===== src/rtl/sd_spi_ctrl.sv =====
// Byte-wide SPI master (mode 0) for the SD card, exposed to the CPU as a
// DATA / CTRL-STATUS register pair with optional auto-launch on DATA reads.
module sd_spi_ctrl #(
  parameter logic [2:0] DIV_RESET = 3'd7,
  parameter logic       IDLE_MOSI = 1'b1
) (
  input  logic       CLKX4,
  input  logic       RESET,
  input  logic       ADDR0,
  input  logic       WR_STB,
  input  logic       RD_STB,
  input  logic [7:0] DIN,
  output logic [7:0] DOUT,
  output logic       SCLK,
  output logic       MOSI,
  input  logic       MISO,
  output logic       SD_nCS,
  output logic       BUSY
);

  typedef enum logic [1:0] {
    ST_IDLE = 2'd0,
    ST_LOW  = 2'd1,
    ST_HIGH = 2'd2
  } state_t;

  state_t      state_r, state_nxt_s;
  logic        cs_r, cs_nxt_s;
  logic [2:0]  div_r, div_nxt_s;
  logic        auto_r, auto_nxt_s;
  logic        ovr_r, ovr_nxt_s;
  logic [7:0]  rxbuf_r, rxbuf_nxt_s;
  logic [7:0]  txsr_r, txsr_nxt_s;
  logic [7:0]  rxsr_r, rxsr_nxt_s;
  logic [2:0]  hcnt_r, hcnt_nxt_s;
  logic [2:0]  bcnt_r, bcnt_nxt_s;
  logic        sclk_r, mosi_r, busy_r, ncs_r;
  logic        sclk_nxt_s, mosi_nxt_s, busy_nxt_s;

  logic        data_wr_s, data_rd_auto_s, ctrl_wr_s, ctrl_rd_s;
  logic        idle_s, start_s, overrun_s;

  // Decode the CPU strobes into register events.
  always_comb begin
    data_wr_s      = WR_STB & ~ADDR0;
    data_rd_auto_s = RD_STB & ~ADDR0 & auto_r;
    ctrl_wr_s      = WR_STB & ADDR0;
    ctrl_rd_s      = RD_STB & ADDR0;
    idle_s         = (state_r == ST_IDLE);
    // The completion cycle is still non-IDLE, so a strobe there is an overrun.
    start_s        = idle_s & (data_wr_s | data_rd_auto_s);
    overrun_s      = ~idle_s & (data_wr_s | data_rd_auto_s);
  end

  // Transfer sequencer: next state, shift registers and counters.
  always_comb begin
    state_nxt_s = state_r;
    txsr_nxt_s  = txsr_r;
    rxsr_nxt_s  = rxsr_r;
    rxbuf_nxt_s = rxbuf_r;
    hcnt_nxt_s  = hcnt_r;
    bcnt_nxt_s  = bcnt_r;
    case (state_r)
      ST_IDLE: begin
        if (start_s) begin
          state_nxt_s = ST_LOW;
          txsr_nxt_s  = data_wr_s ? DIN : 8'hFF;
          bcnt_nxt_s  = 3'd7;
          hcnt_nxt_s  = div_r;
        end else begin
          state_nxt_s = ST_IDLE;
        end
      end
      ST_LOW: begin
        if (hcnt_r == 3'd0) begin
          state_nxt_s = ST_HIGH;
          hcnt_nxt_s  = div_r;
          rxsr_nxt_s  = {rxsr_r[6:0], MISO};
        end else begin
          hcnt_nxt_s  = hcnt_r - 3'd1;
        end
      end
      ST_HIGH: begin
        if (hcnt_r == 3'd0) begin
          if (bcnt_r == 3'd0) begin
            state_nxt_s = ST_IDLE;
            rxbuf_nxt_s = rxsr_r;
          end else begin
            state_nxt_s = ST_LOW;
            txsr_nxt_s  = {txsr_r[6:0], 1'b0};
            bcnt_nxt_s  = bcnt_r - 3'd1;
            hcnt_nxt_s  = div_r;
          end
        end else begin
          hcnt_nxt_s  = hcnt_r - 3'd1;
        end
      end
      default: begin
        state_nxt_s = ST_IDLE;
      end
    endcase
  end

  // Pin levels derived from the next state so the outputs leave flops directly.
  always_comb begin
    sclk_nxt_s = (state_nxt_s == ST_HIGH);
    busy_nxt_s = (state_nxt_s != ST_IDLE);
    if (state_nxt_s == ST_IDLE) begin
      mosi_nxt_s = IDLE_MOSI;
    end else begin
      mosi_nxt_s = txsr_nxt_s[7];
    end
  end

  // Control register writes and the sticky overrun flag.
  always_comb begin
    cs_nxt_s   = cs_r;
    div_nxt_s  = div_r;
    auto_nxt_s = auto_r;
    if (ctrl_wr_s) begin
      cs_nxt_s   = DIN[0];
      div_nxt_s  = DIN[3:1];
      auto_nxt_s = DIN[5];
    end else begin
      cs_nxt_s   = cs_r;
    end
    if (overrun_s) begin
      ovr_nxt_s = 1'b1;
    end else if (ctrl_rd_s) begin
      ovr_nxt_s = 1'b0;
    end else begin
      ovr_nxt_s = ovr_r;
    end
  end

  // State and datapath registers with synchronous reset.
  always_ff @(posedge CLKX4) begin
    if (RESET) begin
      state_r <= ST_IDLE;
      cs_r    <= 1'b0;
      div_r   <= DIV_RESET;
      auto_r  <= 1'b0;
      ovr_r   <= 1'b0;
      rxbuf_r <= 8'hFF;
      txsr_r  <= 8'hFF;
      rxsr_r  <= 8'hFF;
      hcnt_r  <= 3'd0;
      bcnt_r  <= 3'd0;
      sclk_r  <= 1'b0;
      mosi_r  <= IDLE_MOSI;
      busy_r  <= 1'b0;
      ncs_r   <= 1'b1;
    end else begin
      state_r <= state_nxt_s;
      cs_r    <= cs_nxt_s;
      div_r   <= div_nxt_s;
      auto_r  <= auto_nxt_s;
      ovr_r   <= ovr_nxt_s;
      rxbuf_r <= rxbuf_nxt_s;
      txsr_r  <= txsr_nxt_s;
      rxsr_r  <= rxsr_nxt_s;
      hcnt_r  <= hcnt_nxt_s;
      bcnt_r  <= bcnt_nxt_s;
      sclk_r  <= sclk_nxt_s;
      mosi_r  <= mosi_nxt_s;
      busy_r  <= busy_nxt_s;
      ncs_r   <= ~cs_nxt_s;
    end
  end

  // CPU read mux; a DATA read returns the buffer as it stood before any launch.
  always_comb begin
    if (ADDR0) begin
      DOUT = {busy_r, ovr_r, auto_r, 1'b0, div_r, cs_r};
    end else begin
      DOUT = rxbuf_r;
    end
  end

  assign SCLK   = sclk_r;
  assign MOSI   = mosi_r;
  assign BUSY   = busy_r;
  assign SD_nCS = ncs_r;

endmodule


===== config.mk =====
export PLATFORM = sky130hd
export DESIGN_NAME = sd_spi_ctrl
export DESIGN_NICKNAME = d
export VERILOG_FILES = /design/src/rtl/sd_spi_ctrl.sv
export SDC_FILE = /design/constraint.sdc
export NUM_CORES = 1
export LEC_CHECK = 0
export CORE_ASPECT_RATIO = 0.75
export CORE_MARGIN = 1.5
export CORE_UTILIZATION = 30
export DETAILED_ROUTE_END_ITERATION = 7
export GPL_TIMING_DRIVEN = 0
export HOLD_SLACK_MARGIN = 0.1
export PLACE_DENSITY = 0.49
export RECOVER_POWER = 100
export SKIP_LAST_GASP = 1
export SYNTH_ARGS = -nofsm -noshare
export SYNTH_HDL_FRONTEND = slang
export SYNTH_SLANG_ARGS = --single-unit
export TNS_END_PERCENT = 20

===== constraint.sdc =====
create_clock -name CLKX4 -period 3.1 [get_ports CLKX4]
set_input_delay 0.31 -clock CLKX4 [delete_from_list [all_inputs] [get_ports CLKX4]]
set_output_delay 0.31 -clock CLKX4 [all_outputs]
set_load 0.03 [all_outputs]

Word-level counts from Yosys, hierarchy flattened
Cells that the tools add are included.
{"block": "word_totals", "ff_bits": 42, "output_inout_bits": 12}
{"block": "op_classes", "add_sub_neg": 2, "eq_ne": 7, "mux": 23, "bitwise": 11, "n_reduce_logical": 13}
{"cell": "8-bit 2-to-1 mux", "count": 5}
{"cell": "3-bit 2-to-1 mux", "count": 7}
{"cell": "8-bit one-hot mux with 2 select lines", "count": 1}
{"cell": "3-bit one-hot mux with 3 select lines", "count": 1}
{"cell": "1-bit bitwise AND", "count": 7}
{"cell": "3-bit logical NOT", "count": 2}
{"cell": "2-bit one-hot mux with 3 select lines", "count": 1}
{"cell": "3-bit one-hot mux with 2 select lines", "count": 1}
{"cell": "3-bit AND reduction", "count": 2}
{"cell": "2-bit nonzero test", "count": 3}
{"cell": "3-bit by 1-bit subtractor with 3-bit output (second input constant)", "count": 2}
{"cell": "1-bit 2-to-1 mux", "count": 5}
{"cell": "2-bit equality test (second input constant)", "count": 2}
{"cell": "2-bit logical NOT", "count": 2}
{"cell": "2-bit 2-to-1 mux", "count": 2}
{"cell": "2-bit inequality test (second input constant)", "count": 2}
{"cell": "4-bit AND reduction", "count": 1}
{"cell": "3-bit inequality test (second input constant)", "count": 1}
{"cell": "1-bit NOT", "count": 3}
{"cell": "3-bit nonzero test", "count": 1}
{"cell": "2-bit by 1-bit equality test with 1-bit output (second input constant)", "count": 1}
{"cell": "2-bit by 1-bit inequality test with 1-bit output (second input constant)", "count": 1}
{"cell": "2-bit AND reduction", "count": 1}
{"cell": "2-bit OR reduction", "count": 1}
{"cell": "1-bit OR", "count": 1}

Longest topological paths before layout
Gate-level depths: netlist (run 1).
{"block": "depth", "depth_word": 9, "depth_mapped": 7, "ltp_nobuf": 6}

Worst setup path before layout (run 1)
No wires, ideal clock.
{"block": "synth_timing", "path_kind": "flip-flop to flip-flop", "start": "register state_r[0]", "end": "register bcnt_r[2]", "setup_ps": 88, "arrival_time_ps": 1633, "slack_ps": 1379, "path_stages_with_launch": 8, "n_path_buf": 1, "synth_period_minus_slack_ps": 1721, "cell_sequence": "dfxtp_1 inv_1 ha_1 buf_6 nand2b_4 or3_4 and2_4 a311oi_2"}
{"block": "synth_between", "elab_chain_len": 4, "word_cells_on_any_way": 9, "cone_classes": "4 x eq/ne; 1 x mux; 1 x bitwise; 3 x reduce/logical"}
{"item": "start, declared", "line": "27", "text": "state_t state_r, state_nxt_s;"}
{"item": "start signal, assigned", "line": "154", "text": "state_r <= state_nxt_s;"}
{"item": "2-bit logical NOT", "line": "49, 63"}
{"item": "1-bit bitwise AND", "line": "51", "text": "start_s = idle_s & (data_wr_s | data_rd_auto_s);"}
{"item": "2-bit by 1-bit inequality test with 1-bit output (no line)"}
{"item": "4-bit AND reduction (no line)"}
{"item": "end signal, assigned", "line": "163", "text": "bcnt_r <= bcnt_nxt_s;"}
{"item": "end, declared", "line": "36", "text": "logic [2:0] bcnt_r, bcnt_nxt_s;"}
Several ways; a longest one is shown, not always the timed one.
A chain may end at the register's enable or synchronous reset.

Final worst setup path (run 1)
{"block": "layout_timing", "start": "input port ADDR0", "end": "output port DOUT[2]"}
{"block": "layout_between", "elab_chain_len": 1}
{"item": "start, declared", "line": "9", "text": "input logic ADDR0,"}
{"item": "8-bit 2-to-1 mux", "line": "173", "text": "if (ADDR0) begin"}
{"item": "end, declared", "line": "13", "text": "output logic [7:0] DOUT,"}
No other way between the ends.

==> results of run 1 <==
## power groups by stage
stage          logic [µW]  registers [µW]  clock network (µW)
2_1_floorplan         216             613                   0
3_3_place_gp          316             613                   0
3_5_place_dp          315             614                   0
4_1_cts               317             601                 454
5_1_grt               335             606                 476
6_report              301             601                 440
## sequential cells by signal (all words and copies together) (netlist names)
| register | flops |
|---|---|
| div_r | 3 |
| rxbuf_r | 8 |
| hcnt_r | 3 |
| MOSI | 1 |
| SD_nCS | 1 |
| rxsr_r | 8 |
| bcnt_r | 3 |
| state_r | 2 |
| SCLK | 1 |
| cs_r | 1 |
| txsr_r | 8 |
| ovr_r | 1 |
| BUSY | 1 |
| auto_r | 1 |
## cell families after synthesis
family          share of synthesized area, %
compound gates                          19.1
simple gates                            25.4
fa+ha+maj                               4.88
flops                                   41.0
mux                                     4.33
buf+inv                                 5.30
## final cells by class
| cell class | instances | area [µm²] | share of cell area (%) |
|---|---|---|---|
| inverter | 12 | 45.0 | 1.82 |
| multi-input combinational | 172 | 1070 | 43.3 |
| sequential | 42 | 841 | 33.9 |
| clock buffer | 5 | 68.8 | 2.77 |
| buffer | 11 | 55.1 | 2.22 |
| timing repair buffer | 25 | 250 | 10.1 |
| clock inverter | 3 | 45.0 | 1.82 |
| tap | 81 | 101 | 4.08 |
## metrics by stage
stage	worst slack, ns	instance area [µm²]	hold slack [ns]	cells	utilization (%)
5_1_grt	0.150	2480	0.506	351	38.5
3_5_place_dp	0.401	2400	0.453	343	37.3
3_3_place_gp	0.374	2400	0.450	343	37.3
2_1_floorplan	1.38	2050	0.433	237	-
4_1_cts	0.382	2520	0.479	351	39.1
6_report	0.256	2480	0.472	351	38.5
## worst register-to-register path, stage by stage, from the launching register on
cell	delay, ns
dfxtp_1	0.35
inv_1	0.09
ha_1	0.14
clkbuf_1	0.36
inv_1	0.18
nor3_1	0.88
nor3_1	0.21
a221oi_1	0.31
## layout by cell type (no fill, tap or decap), types with 7 or more instances in the layout
| cell | instances |
|---|---|
| inv_1 | 11 |
| ha_1 | 8 |
| nor2_1 | 9 |
| nor3_1 | 10 |
| mux2_2 | 7 |
| dlygate4sd3_1 | 13 |
| a21oi_1 | 13 |
| nand2_1 | 35 |
| dfxtp_1 | 42 |
| clkdlybuf4s50_1 | 12 |
| nand3_1 | 36 |
## routing by layer
layer | track usage [%] | wire [µm]
met3 | 4.27 | 295
met4 | 5.16 | 62
met2 | 21.8 | 2130
met5 | 0 | 0
met1 | 23.8 | 2910
## cells in the mapped netlist (4+ instances only)
cell type	count
dfxtp_1	42
mux2_2	7
a21oi_1	13
ha_1	8
inv_1	10
o21ai_0	5
nand3_1	36
clkbuf_1	4
nand2_1	35
nor3_1	8
nor2_1	9
o211ai_1	6
## path summary, 6_finish.rpt
| path | from | to | slack [ns] | cells after the start |
|---|---|---|---|---|
| max reg2reg | state_r[0] | hcnt_r[2] | 0.50 | 7 |
| min reg2reg | rxbuf_r[1] | rxbuf_r[1] | 0.47 | 2 |
| min | rxbuf_r[1] | rxbuf_r[1] | 0.47 | 2 |
| max | ADDR0 | DOUT[2] | 0.26 | 5 |
==> out/metrics.cfg, run 1 <==
[outcome]
outcome=complete, no violations

[floorplanning]
rows=25
fp.coreArea_um2=6440
ios=26
die_x_um=98.5
dieArea_um2=7350
start_util_pct=31.8
die_h_um=74.6

[power]
p_sw_share_pct=30.3
p_clk_share_pct=32.8
power.total_uw=1340
p_switching_uw=406
peakVddDrop_mv=0.228
power.density_nw_per_um2=541
leakage_uw=0.000960
pwr-share-comb_pct=22.5
p_int_uw=936
pwr-share-seq_pct=44.8

[worst_setup_path]
critPathArrivalTime_ns=2.53
crit_required_ns=2.79
endpoint_kind=output port
cpPeakStageDelay_ns=0.69
crit_fanout=10
crit_buf_inv=4
critPathSlowestCell=dlygate4sd3_1
startpoint_type=input pin
crit_family=buffers and inverters
crit_type=in2out
crit_chain=dlygate4sd3_1 > buf_2 > buf_2 > mux2_2 > dlygate4sd3_1

[global_routing]
grt_pass1_vias=1708
antenna_found_initial=0
grt_max_degree=15
gr-total-overflow=0
grt_pass1_wl_um=8910
grtUsageTotal_pct=15.8

[cts]
clock-sinks=42
cts_tree=yes
clock_latency_ns=0.30
clk_pin_slew_ns=0.09
cts_setup_buffers=0
ctsHoldBuffers=0
cts_root_buffer=clkbuf_8
cts_buffers=5
clockBufferDepth=2
post_cts_resized=0
cts.htree.levels=2

[synthesis]
synthDistinctLibCells=48
syn_area_per_cell_um2=8.66
yosys.area.top_type_share_pct=41.0
async_reset_ff_share_pct=0
synthCells=237
synth_nets=259
synth_seq_cells=42
syn_area_um2=2050
yosysWarnings=0
synth_area_leaders=dfxtp_1, nand3_1, nand2_1, ha_1, mux2_2
seq_area_frac_synth_pct=41.0
yosys_most_used_dff=dfxtp_1
synth_top_cell_by_area=dfxtp_1
synth-edff-count=0

[min_path]
hold_path.class=reg2reg

[route]
vias_per_cell=5.11
postRouteAntennaNets=0
wl_um=5400
drt_iter0_drc=90
num_vias=1795
post_drt_wl_per_cell_um=15.4
dr.pass1.iters=4
drc=0

[finish]
drive_gt1_share_pct=10.4
diodes=0
nNetsFinal=291
nFillCells=688
area_delta_synth_final_pct=20.9

[timing]
fmax_mhz=352
maxSlewHeadroom_pct=30.1
clock_skew_ns=0.00662
drv_slew=0
finalHoldViolCount=0
setup_viol=0
worst_pin_slew_ns=1.04
rsz0062_at_grt=no
timing.final.crit_period_ns=2.84
fin_setup_tns_ns=0
finalCritPeriodShare_pct=91.8

[flow_run]
cap_violations=0

[placement]
dp.final_hpwl_um=4000
numPortBuffers=25
place_congestion=0.847

Power figures use the tool's default switching activity.
==> inputs of run 2 (changes only) <==
--- a/config.mk
+++ b/config.mk
@@ -5,13 +5,17 @@
 export SDC_FILE = /design/constraint.sdc
 export NUM_CORES = 1
 export LEC_CHECK = 0
+export CELL_PAD_IN_SITES_DETAIL_PLACEMENT = 1
+export CELL_PAD_IN_SITES_GLOBAL_PLACEMENT = 1
 export CORE_ASPECT_RATIO = 0.75
 export CORE_MARGIN = 1.5
 export CORE_UTILIZATION = 30
 export DETAILED_ROUTE_END_ITERATION = 7
+export DONT_BUFFER_PORTS = 1
 export GPL_TIMING_DRIVEN = 0
 export HOLD_SLACK_MARGIN = 0.1
-export PLACE_DENSITY = 0.49
+export MAX_ROUTING_LAYER = met4
+export PLACE_DENSITY = 0.55
 export RECOVER_POWER = 100
 export SKIP_LAST_GASP = 1
 export SYNTH_ARGS = -nofsm -noshare
==> out/metrics.cfg, run 2 (synthesis gave the netlist of run 1 again) <==
[outcome]
outcome=complete, no violations

[finish]
nNetsFinal=266
drive_gt1_share_pct=8.98
diodes=0
nFillCells=761
largestRegisters=rxbuf_r: 8 flops, rxsr_r: 8 flops, txsr_r: 8 flops
area_delta_synth_final_pct=8.84
layoutNonFillerInstCount=326
final_cell_mix=dfxtp_1, nand3_1, nand2_1
final_common_cell=dfxtp_1

[timing]
drv_slew=0
fin_setup_tns_ns=0
setup_viol=0
fmax_mhz=435
finalHoldViolCount=0
rsz0062_at_grt=no
maxSlewHeadroom_pct=36.1
finalCritPeriodShare_pct=74.1
worst_pin_slew_ns=0.951
clock_skew_ns=0.0132
timing.final.crit_period_ns=2.30

[placement]
place_congestion=0.738
dp.final_hpwl_um=4360
dp_cells=318
numPortBuffers=0

[power]
p_switching_uw=432
pwr-share-comb_pct=21.4
peakVddDrop_mv=0.198
power.density_nw_per_um2=567
p_sw_share_pct=34.2
leakage_uw=0.000869
p_int_uw=833
pwr-share-seq_pct=48.1
p_clk_share_pct=30.5

[route]
num_vias=1761
vias_per_cell=5.40
wl_um=5860
post_drt_wl_per_cell_um=18.0
drt_iter0_drc=97
dr.pass1.iters=4
postRouteAntennaNets=0
drc=0

[global_routing]
grt_max_degree=16
grt_pass1_vias=1756
grtUsageTotal_pct=17.7
gr-total-overflow=0
antenna_found_initial=0
grt_pass1_wl_um=9550

[worst_setup_path]
endpoint_kind=register
crit_required_ns=3.33
crit_type=reg2reg
startpoint_type=register
crit_fanout=6
critPathArrivalTime_ns=2.52

[floorplanning]
die_h_um=74.6
fp.coreArea_um2=6440
dieArea_um2=7350
die_x_um=98.5
rows=25
start_util_pct=31.8
ios=26

[cts]
clock-sinks=42
post_cts_resized=0
clk_pin_slew_ns=0.10
clockBufferDepth=2
cts_setup_buffers=0
cts_buffers=5
cts_root_buffer=clkbuf_8
cts.htree.levels=2
ctsHoldBuffers=0
cts_tree=yes
clock_latency_ns=0.31

[flow_run]
cap_violations=0

[min_path]
hold_path.class=in2reg

## run 2: through the flow
stage | power (µW) | hold slack [ns] | instance area, µm² | utilization (%) | setup WS [ns]
5_1_grt | 1340 | 0.155 | 2230 | 34.7 | 0.687
2_1_floorplan | 829 | 0.433 | 2050 | - | 1.38
6_report | 1270 | 0.153 | 2230 | 34.7 | 0.802
4_1_cts | 1290 | 0.147 | 2250 | 34.9 | 1.15
3_5_place_dp | 896 | 0.454 | 2150 | 33.4 | 1.18
3_3_place_gp | 893 | 0.450 | 2150 | 33.4 | 1.18
## run 2: final timing paths
kind	from	endpoint	slack (ns)	cells past startpoint
setup / recovery	bcnt_r[0]	bcnt_r[2]	0.80	6
hold / removal	DIN[1]	div_r[0]	0.15	2
setup reg to reg	bcnt_r[0]	bcnt_r[2]	0.80	6
hold reg to reg	rxbuf_r[3]	rxbuf_r[3]	0.47	2
## run 2: worst max-delay path: stages (launching register included)
cell      delay (ns)
dfxtp_1         0.36
inv_1           0.07
ha_1            0.21
and2b_1         0.25
o31ai_1         0.80
a311oi_1        0.23
a311oi_2        0.28
## run 2: area by class of cell
cell class	instances	area [µm²]	share of cell area [%]
multi-input combinational	172	1090	48.9
sequential	42	841	37.6
tap	81	101	4.54
clock buffer	5	68.8	3.08
buffer	11	60.1	2.69
inverter	12	45.0	2.02
clock inverter	3	25.0	1.12
## run 2: layer usage
layer	wire [µm]	part of all wire, %	global-route usage [%]	up-vias
met2	2290	39	24.7	42
met1	3180	54	25.5	840
li1	-	-	-	871
met3	320	5.5	3.53	8
met5	0	0	-	-
met4	76	1.3	5.63	0
## run 2: power groups by stage
stage	Sequential [µW]	Clock (µW)	Combinational, µW
floorplan	613	0	216
global placement	620	0	273
detailed placement	621	0	275
CTS	609	400	277
global route	614	422	300
finish	609	386	271
==> inputs of run 3 (changes only) <==
==> constraint.sdc (replaced) <==
create_clock -name CLKX4 -period 2.34 [get_ports CLKX4]
set_input_delay 0.234 -clock CLKX4 [delete_from_list [all_inputs] [get_ports CLKX4]]
set_output_delay 0.234 -clock CLKX4 [all_outputs]
set_load 0.03 [all_outputs]
==> out/metrics.cfg, run 3 (synthesis gave the netlist of run 1 again) <==
[timing]
finalHoldViolCount=0
rsz0062_at_grt=no
drv_slew=0
maxSlewHeadroom_pct=50.4
clock_skew_ns=0.0145
fmax_mhz=478
setup_viol=0
finalCritPeriodShare_pct=89.4
worst_pin_slew_ns=0.741
fin_ws_ns=0.248
timing.final.crit_period_ns=2.09
fin_setup_tns_ns=0

[cts]
post_cts_resized=0
clock-sinks=42
clock_latency_ns=0.32
cts_tree=yes
ctsHoldBuffers=9
cts.htree.levels=2
cts_setup_buffers=0
cts_root_buffer=clkbuf_8
cts_buffers=5
clk_pin_slew_ns=0.10
clockBufferDepth=2

[power]
peakVddDrop_mv=0.264
power.density_nw_per_um2=728
leakage_uw=0.000899

[global_routing]
grt_pass1_vias=1799
top_usage_layer=met1
grtUsageTotal_pct=18.2
use_met3_pct=3.53
met1_usage_pct=26.0
grt_max_degree=16
grt_pass1_wl_um=9790
grtUsageMet2_pct=26.0
antenna_found_initial=0
gr-total-overflow=0

[floorplanning]
fp.coreArea_um2=6440
die_h_um=74.6
ios=26
dieArea_um2=7350
rows=25
start_util_pct=31.8
die_x_um=98.5

[route]
dr.pass1.iters=4
num_vias=1774
postRouteAntennaNets=0
vias_per_cell=5.30
drt_iter0_drc=103
wl_um=6040
post_drt_wl_per_cell_um=18.0
drc=0

[worst_setup_path]
crit_family=simple AND/OR/NAND/NOR gates
endpoint_kind=register
startpoint_type=register
r2r_slack_ns=0.25
crit_fanout=10
crit_buf_inv=1
crit_chain=inv_1 > ha_1 > and2b_1 > nor3_2 > a21oi_1 > o311ai_0
reg2reg_to=txsr_r[3]
crit_required_ns=2.54
reg2reg_depth=6
critPathArrivalTime_ns=2.29
crit_type=reg2reg
critPathSlowestCell=nor3_2
cpPeakStageDelay_ns=0.59
reg2reg_from=bcnt_r[0]

[min_path]
hold_path.class=in2reg
hold_start=RD_STB
min_to=ovr_r
hold_depth=3

[finish]
drive_gt1_share_pct=9.84
largestRegisters=rxbuf_r: 8 flops, rxsr_r: 8 flops, txsr_r: 8 flops
final_common_cell=dfxtp_1
layoutNonFillerInstCount=335
multi_input_area_um2=1100
final_cell_mix=dfxtp_1, nand3_1, nand2_1
nNetsFinal=275
seq_area_um2=841
diodes=0
fin_area_um2=2330
nFillCells=760
area_delta_synth_final_pct=13.5

[placement]
dp.final_hpwl_um=4360
numPortBuffers=0
place_congestion=0.738
dp_cells=318
placed_area_um2=2150
dp_slack_ns=0.420

[flow_run]
cap_violations=0

[outcome]
outcome=complete, no violations

## run 3: cell types whose count changed in the layout (fill, tap and decap cells not counted), sizes merged
cell	delta
clkbuf	-1
buf	+1
dlygate4sd3	+9
## run 3: how the worst max path moves through the flow
stage	startpoint	end	slack, ns	depth (start not counted)
final	bcnt_r[0]	txsr_r[3]	0.25	6
after global routing	bcnt_r[0]	txsr_r[3]	0.1	6
after CTS	bcnt_r[0]	bcnt_r[2]	0.39	6
after detailed placement	hcnt_r[0]	rxbuf_r[0]	0.42	7
after global placement	bcnt_r[0]	bcnt_r[2]	0.42	6
after floorplan	state_r[0]	bcnt_r[2]	0.62	7
## run 3: routing by layer
| metal | vias up | routed length [µm] | share of wire, % |
|---|---|---|---|
| li1 | 887 | - | - |
| met1 | 839 | 3300 | 55 |
| met2 | 40 | 2420 | 40 |
| met3 | 8 | 240 | 4.0 |
| met4 | 0 | 77 | 1.3 |
| met5 | - | 0 | 0 |
## run 3: cell type report
cell class              count  area share, %
clock buffers               5           2.96
flip-flops and latches     42           36.1
clock inverters             3           1.07
repair buffers              9           3.87
inverters                  12           1.93
well taps                  81           4.35
multi-input cells         172           47.1
plain buffers              11           2.63
## run 3: through the flow
step	power, µW	util (%)	hold WS (ns)
floorplan	1100	-	0.381
global placement	1180	33.4	0.397
detailed placement	1190	33.4	0.393
CTS	1710	36.3	0.115
global route	1780	36.1	0.123
finish	1690	36.1	0.119
## run 3: power breakdown
part | switching (µW) | internal, µW
combinational | 240 | 133
clock | 299 | 216
sequential | 40.9 | 766
## run 3: worst reg2reg max path, cell delays in order, from the launching register on
cell and delay, ns:
dfxtp_1 0.36, inv_1 0.07, ha_1 0.21, and2b_1 0.24, nor3_2 0.59, a21oi_1 0.13
o311ai_0 0.38
